==> config.mk <==
export PLATFORM = sky130hd
export DESIGN_NAME = mt_thread_scheduler
export DESIGN_NICKNAME = d
export VERILOG_FILES = /design/src/rtl/mt_thread_scheduler.sv
export SDC_FILE = /design/constraint.sdc
export NUM_CORES = 1
export LEC_CHECK = 0
export CORE_AREA = 2 2 74 76
export CTS_CLUSTER_SIZE = 14
export DETAILED_ROUTE_END_ITERATION = 6
export DIE_AREA = 0 0 76 78
export PLACE_DENSITY = 0.66
export SETUP_SLACK_MARGIN = 0.05
export SKIP_LAST_GASP = 1
export SLEW_MARGIN = 30
export SYNTH_ARGS = -nofsm -noshare
export SYNTH_HDL_FRONTEND = slang
export SYNTH_HIERARCHICAL = 1
export SYNTH_SLANG_ARGS = --single-unit
==> constraint.sdc <==
create_clock -name clk -period 4.39 [get_ports clk]
set_input_delay 0.878 -clock clk [delete_from_list [all_inputs] [get_ports clk]]
set_output_delay 0.878 -clock clk [all_outputs]
set_load 0.02 [all_outputs]
==> src/rtl/mt_thread_scheduler.sv <==
// Barrel-style thread scheduler: round-robin issue among active threads, with
// at most one instruction per thread in the issue-to-writeback pipe.

module mt_ts_thread_lane #(
  parameter int   TID        = 0,
  parameter int   PIPE_DEPTH = 4,
  parameter int   BITS       = 3,
  parameter logic RST_ACTIVE = 1'b0
) (
  input  logic                           clk,
  input  logic                           rst,
  input  logic                           i_start,
  input  logic                           i_stop,
  input  logic [PIPE_DEPTH-1:0]          i_stg_vld,
  input  logic [PIPE_DEPTH-1:0][BITS-1:0] i_stg_tid,
  output logic                           o_active,
  output logic                           o_eligible
);
  logic r_active;
  logic w_in_flight;

  // Stop wins over start; redundant requests leave the bit unchanged.
  always_ff @(posedge clk or posedge rst) begin
    if (rst)          r_active <= RST_ACTIVE;
    else if (i_stop)  r_active <= 1'b0;
    else if (i_start) r_active <= 1'b1;
  end

  always_comb begin
    w_in_flight = 1'b0;
    for (int s = 0; s < PIPE_DEPTH; s++)
      if (i_stg_vld[s] && (i_stg_tid[s] == BITS'(TID))) w_in_flight = 1'b1;
  end

  assign o_active   = r_active;
  assign o_eligible = r_active & ~w_in_flight;
endmodule

module mt_thread_scheduler #(
  parameter int NUM_THREADS = 8,
  parameter int PIPE_DEPTH  = 4,
  parameter logic [NUM_THREADS-1:0] RESET_MASK = 'h01
) (
  input  logic                               clk,
  input  logic                               rst,
  input  logic                               thread_start,
  input  logic [$clog2(NUM_THREADS)-1:0]     start_tid,
  input  logic                               thread_stop,
  input  logic [$clog2(NUM_THREADS)-1:0]     stop_tid,
  input  logic                               wb_we_in,
  output logic                               issue_valid,
  output logic [$clog2(NUM_THREADS)-1:0]     issue_tid,
  output logic                               wb_valid,
  output logic [$clog2(NUM_THREADS)-1:0]     wb_tid,
  output logic                               rf_we,
  output logic [NUM_THREADS-1:0]             active_mask,
  output logic                               idle
);
  localparam int BITS_THREADS = $clog2(NUM_THREADS);

  logic [PIPE_DEPTH-1:0]                   r_vld;
  logic [PIPE_DEPTH-1:0][BITS_THREADS-1:0] r_tid;
  logic [BITS_THREADS-1:0]                 r_last_tid;
  logic [NUM_THREADS-1:0]                  w_elig;
  logic [NUM_THREADS-1:0]                  w_active;
  logic [BITS_THREADS-1:0]                 w_idx;
  logic [BITS_THREADS-1:0]                 w_sel;
  logic                                    w_found;

  for (genvar t = 0; t < NUM_THREADS; t++) begin : g_lane
    mt_ts_thread_lane #(
      .TID        (t),
      .PIPE_DEPTH (PIPE_DEPTH),
      .BITS       (BITS_THREADS),
      .RST_ACTIVE (RESET_MASK[t])
    ) u_lane (
      .clk        (clk),
      .rst        (rst),
      .i_start    (thread_start && (start_tid == BITS_THREADS'(t))),
      .i_stop     (thread_stop  && (stop_tid  == BITS_THREADS'(t))),
      .i_stg_vld  (r_vld),
      .i_stg_tid  (r_tid),
      .o_active   (w_active[t]),
      .o_eligible (w_elig[t])
    );
  end

  // Round-robin search starting just after the last issued thread; the
  // k == NUM_THREADS step wraps back onto last_tid itself.
  always_comb begin
    w_found = 1'b0;
    w_sel   = '0;
    w_idx   = '0;
    for (int k = 1; k <= NUM_THREADS; k++) begin
      w_idx = r_last_tid + BITS_THREADS'(k);
      if (!w_found && w_elig[w_idx]) begin
        w_found = 1'b1;
        w_sel   = w_idx;
      end
    end
  end

  assign issue_valid = w_found;
  assign issue_tid   = w_found ? w_sel : '0;

  always_ff @(posedge clk or posedge rst) begin
    if (rst)              r_last_tid <= BITS_THREADS'(NUM_THREADS - 1);
    else if (issue_valid) r_last_tid <= issue_tid;
  end

  always_ff @(posedge clk or posedge rst) begin
    if (rst) begin
      r_vld <= '0;
      r_tid <= '0;
    end else begin
      r_vld[0] <= issue_valid;
      r_tid[0] <= issue_tid;
      for (int s = 1; s < PIPE_DEPTH; s++) begin
        r_vld[s] <= r_vld[s-1];
        r_tid[s] <= r_tid[s-1];
      end
    end
  end

  assign wb_valid    = r_vld[PIPE_DEPTH-1];
  assign wb_tid      = r_tid[PIPE_DEPTH-1];
  assign rf_we       = wb_valid & wb_we_in;
  assign active_mask = w_active;
  assign idle        = ~|w_active & ~|r_vld;
endmodule

; ---- After elaboration in Yosys (flattened, before gate mapping)
; Cells that the tools add are included.
[word_totals]
ff_bits = 27
input_bits = 11
out_inout_bits = 18
word_cells = 250
[classes]
n_addsub = 7
magnitude_cmp = 8
n_eq_ne = 42
muxes = 81
n_bitwise = 18
n_reduce_logical = 80
[ops]
columns = operator, n
row1 = $eq A3 B3 Y1 const B, 24
row2 = $mux W1, 64
row3 = $logic_and A1 B1 Y1, 55
row4 = $eq A3 B2 Y1 const B, 12
row5 = $lt A3 B4 Y1 const B, 8
row6 = $mux W3, 9
row7 = $bmux W1 S3, 8
row8 = $eq A3 B1 Y1 const B, 6
row9 = $logic_not A3 Y1, 6
row10 = $reduce_bool A2 Y1, 8
row11 = $add A3 B3 Y3 const B, 4
row12 = $and A1 B1 Y1, 10
row13 = $logic_not A1 Y1, 9
row14 = $not A1 Y1, 8
row15 = $reduce_or A8 Y1, 1
row16 = $add A3 B2 Y3 const B, 2
row17 = $reduce_or A4 Y1, 1
row18 = $add A3 B1 Y3 const B, 1

; ---- Longest topological paths before layout
[depth]
word_depth = 33
mapped_depth = 11
mapped_depth_nobuf = 9

; ---- Modules after synthesis
; The synthesis kept the hierarchy.
[by_module_without_submodules]
columns = module, instances, cells_per_inst, area_each_um2, seq_area_each_um2
row1 = mt_thread_scheduler, 1, 166, 1585.3, 479.2
row2 = mt_ts_thread_lane at g_lane[3].u_lane ..., 3, 11, 83.8, 25.0
row3 = mt_ts_thread_lane at g_lane[1].u_lane ..., 2, 10, 87.6, 25.0
row4 = mt_ts_thread_lane at g_lane[4].u_lane, 1, 13, 91.3, 25.0
row5 = mt_ts_thread_lane at g_lane[0].u_lane, 1, 10, 82.6, 26.3
row6 = mt_ts_thread_lane at g_lane[7].u_lane, 1, 11, 73.8, 25.0

; ---- Least setup slack after synthesis
; OpenSTA, ideal clock, no wires.
[synth_path]
path_type = reg2out
from = register r_last_tid[0]
to = output issue_tid[0]
arrival_ns = 2.976
required_ns = 3.512
setup_slack_ns = 0.536
stages_incl_launch_ff = 12
n_path_buf = 3
cell_sequence = dfstp_2 -> buf_6 -> buf_6 -> inv_1 -> ha_1 -> buf_2 -> mux4_2 -> mux2i_1 -> inv_1 -> a31oi_1 -> o21ai_1 -> a32oi_1
[synth_between]
elab_chain_cells = 26
word_cells_on_any_way = 54
cone_classes = add/sub: 7 / mux: 33 / reduce/logical: 14
[synth_rtl]
columns = item, line
row1 = from (decl), 63  ; logic [BITS_THREADS-1:0] r_last_tid;
row2 = from (signal assigned), 107  ; if (rst) r_last_tid <= BITS_THREADS'(NUM_THREADS - 1);
row3 = from (signal assigned), 108  ; else if (issue_valid) r_last_tid <= issue_tid;
row4 = $add A3 B1 Y3, 95  ; w_idx = r_last_tid + BITS_THREADS'(k);
row5 = $bmux W1 S3, 96  ; if (!w_found && w_elig[w_idx]) begin
row6 = $mux W1 (implied by the code), 96
row7 = $mux W1, 96
row8 = $logic_not A1 Y1, 96
row9 = $logic_and A1 B1 Y1, 96
row10 = $mux W1, 96
row11 = $logic_not A1 Y1, 96
row12 = [... 10 more ...], --
row13 = $mux W1, 96
row14 = $logic_not A1 Y1, 96
row15 = $logic_and A1 B1 Y1, 96
row16 = $mux W1, 96
row17 = $logic_not A1 Y1, 96
row18 = $logic_and A1 B1 Y1, 96
row19 = $mux W3 / $mux W1 (equally long branches), 96
row20 = $mux W3 *, 104  ; assign issue_tid = w_found ? w_sel : '0;
row21 = to (decl), 52  ; output logic [$clog2(NUM_THREADS)-1:0] issue_tid,
; Mark *: on every way between the ends. The rest lies on a longest branch, timed or not. The select of a mux whose other input is x is not followed.

; ---- Worst setup path in the final report
[layout_path]
from = register r_tid[0] (netlist name)
to = output issue_tid[1]
[layout_between]
elab_chain_cells = 33
word_cells_on_any_way = 111
cone_classes = eq/ne: 7 / mux: 65 / bitwise: 16 / reduce/logical: 23
[layout_rtl]
columns = item, line
row1 = from (decl), 62  ; logic [PIPE_DEPTH-1:0][BITS_THREADS-1:0] r_tid;
row2 = "from (signal, indexed assignment)", 120  ; r_tid[s] <= r_tid[s-1];
row3 = $logic_not A3 Y1 *, 32  ; if (i_stg_vld[s] && (i_stg_tid[s] == BITS'(TID))) w_in_flight = 1'b1;
row4 = $logic_and A1 B1 Y1 *, 32
row5 = $mux W1 * (4 in a row), 32
row6 = $not A1 Y1 *, 36  ; assign o_eligible = r_active & ~w_in_flight;
row7 = $and A1 B1 Y1 *, 36
row8 = named net w_elig[0], 64  ; logic [NUM_THREADS-1:0] w_elig;
row9 = $bmux W1 S3, 96
row10 = $mux W1 (implied by the code), 96
row11 = [... 15 more ...], --
row12 = $mux W1, 96
row13 = $logic_not A1 Y1, 96
row14 = $logic_and A1 B1 Y1, 96
row15 = $mux W1, 96
row16 = $logic_not A1 Y1, 96
row17 = $logic_and A1 B1 Y1, 96
row18 = $mux W3 / $mux W1 (equally long branches), 96
row19 = $mux W3 *, 104
; Mark *: on every way through the listed nets, which the timed path passes. The rest lies on a longest branch. The select of a mux whose other input is x is not followed.

==> impl_metrics.csv <==
group,metric,value,unit
clock_tree,clock_sink_count,27,
outcome,outcome,"finished, final reports clean",
sta,min_period_over_period,96.49,%
sta,worst-slew-pin-transition,0.7685,ns
sta,timing.slew.headroom,48.71,%
layout,final_cell_count_no_fill,365,
routing,drt_drc_violations_left,0,
synthesis,yosys_register_bits,27,
floorplan,num_rows,26,
worst_setup_path,regToRegEndpoint,"r_tid[1]$_DFF_PP0_",
floorplan,number_of_primary_i_o_pins,29,
worst_setup_path,r2r.worst_path.cells,10,
worst_setup_path,worst_ep_arrival_time,3.36,ns
sta,finalClockSkew,0.003203,ns
worst_setup_path,worst_path_max_delay_cell,"sky130_fd_sc_hd__mux4_2",
synthesis,ys.flop_type,"sky130_fd_sc_hd__dfrtp_1",
layout,fin_util,58.06,%
global_route,grtUsageMet2,32.77,%
sta,hold_ws,0.5378,ns
worst_setup_path,timing.critical_path.to_type,"primary output",
floorplan,die-height,78,um
synthesis,synthesized_area_per_cell,8.931,um^2
clock_tree,numCtsBuffers,3,
floorplan,std_cell_core_area,5042,um^2
sta,rsz_0062_raised_after_global_routing,"false",
worst_setup_path,path_cells,"nor4b_2 -> nor4_2 -> mux4_2 -> mux2_4 -> a21bo_1 -> a22o_1 -> a221o_1 -> a21oi_1 -> clkbuf_2",
synthesis,yosysUniqueCellTypes,52,
worst_setup_path,start_kind,"flop",
worst_setup_path,slowest_delay,0.56,ns
clock_tree,clk_latency_worst_skew_pair,0.28,ns
layout,drive_above_1_share,24.75,%
sta,final-max-slew-violation-count,0,
global_route,global_route.overflow_total,0,
sta,finalWorstSetupSlack,0.1543,ns
worst_setup_path,crit_start,"r_tid[0]$_DFF_PP0_",
synthesis,yosys-top-cells-area,"sky130_fd_sc_hd__dfrtp_1 (25%), sky130_fd_sc_hd__mux4_2 (9.0%), sky130_fd_sc_hd__nor2_1 (5.6%)",
layout,insertedDiodeCount,0,
clock_tree,clock_tree.root_cell,"sky130_fd_sc_hd__clkbuf_8",
layout,final_net_count,309,
layout,area_delta_synth_final,29.57,%
synthesis,post_synth_instance_area,2260,um^2
global_route,initial_antenna_violation_count,0,
worst_setup_path,timing.setup.critical_path_class,"flop to primary output",
place,pre_cts_ws,-0.1069,ns
global_route,busiest_metal_layer_after_global_routing,"met2",
routing,drt-wirelength-per-cell,16.62,um
clock_tree,h-tree-depth,1,
global_route,number_of_global_route_vias_before_repair,1978,
worst_setup_path,critical_path_peak_fanout,9,
place,dp_hpwl,4398,um
global_route,grt_util_met3,3.140,%
global_route,grt_start_max_net_pins,20,
place,place_inst,359,
worst_setup_path,worst_r2r_startpoint,"r_tid[0]$_DFF_PP0_",
worst_hold_path,worstHoldPathType,"flop to flop",
worst_setup_path,worstPathRequired,3.51,ns
sta,timing.final.hold_violations,0,
synthesis,synth_nets,266,
synthesis,yosysWarnings,6,
floorplan,die_x,76,um
global_route,grt_first_pass_wirelength,9584,um
synthesis,synth.yosys.seq_area_share,30.12,%
global_route,track_usage,20.09,%
synthesis,synth_top_cell_area_share,25.47,%
worst_setup_path,crit_path_end,"issue_tid[1]",
routing,drtPass1Iterations,4,
layout,final.fill_count,455,
global_route,use_met1,27.91,%
synthesis,yosysTopAreaCell,"sky130_fd_sc_hd__dfrtp_1",
worst_setup_path,minimum_setup_slack_among_reg_to_reg_paths,1.32,ns
clock_tree,hold_buffer_count_at_cts,0,
floorplan,floorplan.die_area,5928,um^2
floorplan,floorplan.initialDensity,44.81,%
place,final_weighted_congestion_of_routability_driven_global_placement,0.8204,
sta,min_cycle_time_layout,4.236,ns
routing,totalWireLength,6067,um
sta,fmax,0.2361,GHz
run,drv_cap,0,
synthesis,synth_async_sr_flop_share,100.0,%
synthesis,number_of_synthesized_flops_with_an_enable_pin,0,
routing,drt_iter0_drc,112,
synthesis,synthCells,253,
clock_tree,clk_path_buf_depth,2,
place,port_buffers,28,
routing,routed-via-count,2176,
routing,route.antenna.remaining_nets,0,
clock_tree,cts_tree,"built",
clock_tree,path_clk_slew,0.10,ns
routing,via_per_inst,5.962,
sta,setup-violations-final,0,
[synthesized netlist by cell type, types with 4 or more instances]
library cell	count
sky130_fd_sc_hd__nor2_1	34
sky130_fd_sc_hd__nand2_1	32
sky130_fd_sc_hd__dfrtp_1	23
sky130_fd_sc_hd__inv_1	19
sky130_fd_sc_hd__nand4b_1	12
sky130_fd_sc_hd__nor4_1	11
sky130_fd_sc_hd__mux4_2	9
sky130_fd_sc_hd__nand2b_1	8
sky130_fd_sc_hd__nand3_1	8
sky130_fd_sc_hd__mux2_2	7
sky130_fd_sc_hd__mux2i_1	7
sky130_fd_sc_hd__nor3_1	7
sky130_fd_sc_hd__a21oi_1	6
sky130_fd_sc_hd__nor4bb_1	6
sky130_fd_sc_hd__dfstp_2	4
sky130_fd_sc_hd__nand4_1	4
[flip-flops by register name, indices dropped and copies added, names as in the netlist]
register,cells
wb_tid,3
g_lane.u_lane/o_active,8
r_last_tid,3
r_vld,4
r_tid,9
[worst max-delay path, delay by kind of cell, from the launching register on]
kind / cells / cell delay (ns)
and+or+nand+nor: 2 / 0.55
DFF: 1 / 0.53
AOI/OAI and AO/OA: 4 / 0.91
muxes: 2 / 0.88
buffers and inverters: 1 / 0.21
[layout make-up]
type	count	area [um^2]	share of cell area, %
Multi-Input combinational cell	197	1612	55.04
Tap cell	70	87.58	2.991
Sequential cell	27	685.7	23.42
Inverter	19	71.32	2.436
Clock buffer	4	45.04	1.538
Timing Repair Buffer	48	426.7	14.57
[metal layers]
layer | up-vias | wire [um]
li1 | 1035 | -
met3 | 9 | 267
met2 | 62 | 2995
met1 | 1070 | 2723
met4 | 0 | 82
met5 | - | 0
[cells by family after synthesis]
group,share of synthesized area (%)
mux,17.39
buf+inv,6.423
flops,30.12
fa+ha+maj,1.107
xor+xnor,1.551
simple gates,32.89
compound gates,10.52
[layout by cell type (no fill, tap or decap), types with 3 or more instances in the layout]
master	n
sky130_fd_sc_hd__nor2_1	33
sky130_fd_sc_hd__nand2_1	32
sky130_fd_sc_hd__clkdlybuf4s50_1	24
sky130_fd_sc_hd__inv_1	19
sky130_fd_sc_hd__dfrtp_1	19
sky130_fd_sc_hd__buf_4	19
sky130_fd_sc_hd__nand4b_1	12
sky130_fd_sc_hd__mux4_2	9
sky130_fd_sc_hd__nand2b_1	8
sky130_fd_sc_hd__nand3_1	8
sky130_fd_sc_hd__mux2_2	7
sky130_fd_sc_hd__nor4_1	7
sky130_fd_sc_hd__mux2i_1	7
sky130_fd_sc_hd__a21oi_1	6
sky130_fd_sc_hd__nor3_1	5
sky130_fd_sc_hd__dfstp_2	4
sky130_fd_sc_hd__nor4bb_4	4
sky130_fd_sc_hd__nand4_1	4
sky130_fd_sc_hd__dfrtp_2	4
sky130_fd_sc_hd__xor2_1	3
sky130_fd_sc_hd__o211a_1	3
sky130_fd_sc_hd__a31oi_1	3
sky130_fd_sc_hd__clkbuf_8	3
sky130_fd_sc_hd__nor4b_2	3
sky130_fd_sc_hd__nor4_4	3
sky130_fd_sc_hd__clkbuf_2	3
[what timing repair did]
action | CTS | global route
buffers inserted | 1 | 1
gates resized for setup | 19 | 22
endpoints found under the setup margin | 4 | 4
pin swaps | 2 | 1
hold endpoints to repair | 0 | 0
[stage by stage]
step	setup TNS (ns)	instance area, um^2
6_report	0	2928
5_1_grt	0	2928
4_1_cts	0	2834
3_5_place_dp	-0.1409	2701
3_3_place_gp	-0.1118	2701
2_1_floorplan	0	2260
[worst min-delay path by stage]
stage,start,end,slack [ns],cells past startpoint
global placement,r_tid[7]$_DFF_PP0_,wb_tid[1]$_DFF_PP0_,0.46,0
global route,r_vld[0]$_DFF_PP0_,r_vld[1]$_DFF_PP0_,0.56,0
floorplan,r_tid[5]$_DFF_PP0_,r_tid[8]$_DFF_PP0_,0.47,0
CTS,r_tid[7]$_DFF_PP0_,wb_tid[1]$_DFF_PP0_,0.49,0
finish,r_tid[7]$_DFF_PP0_,wb_tid[1]$_DFF_PP0_,0.54,0
detailed placement,r_tid[7]$_DFF_PP0_,wb_tid[1]$_DFF_PP0_,0.45,0
Power is left out: the tool's default activity adds up to more than one toggle a clock period on the data nets, which glitch-free logic cannot reach.
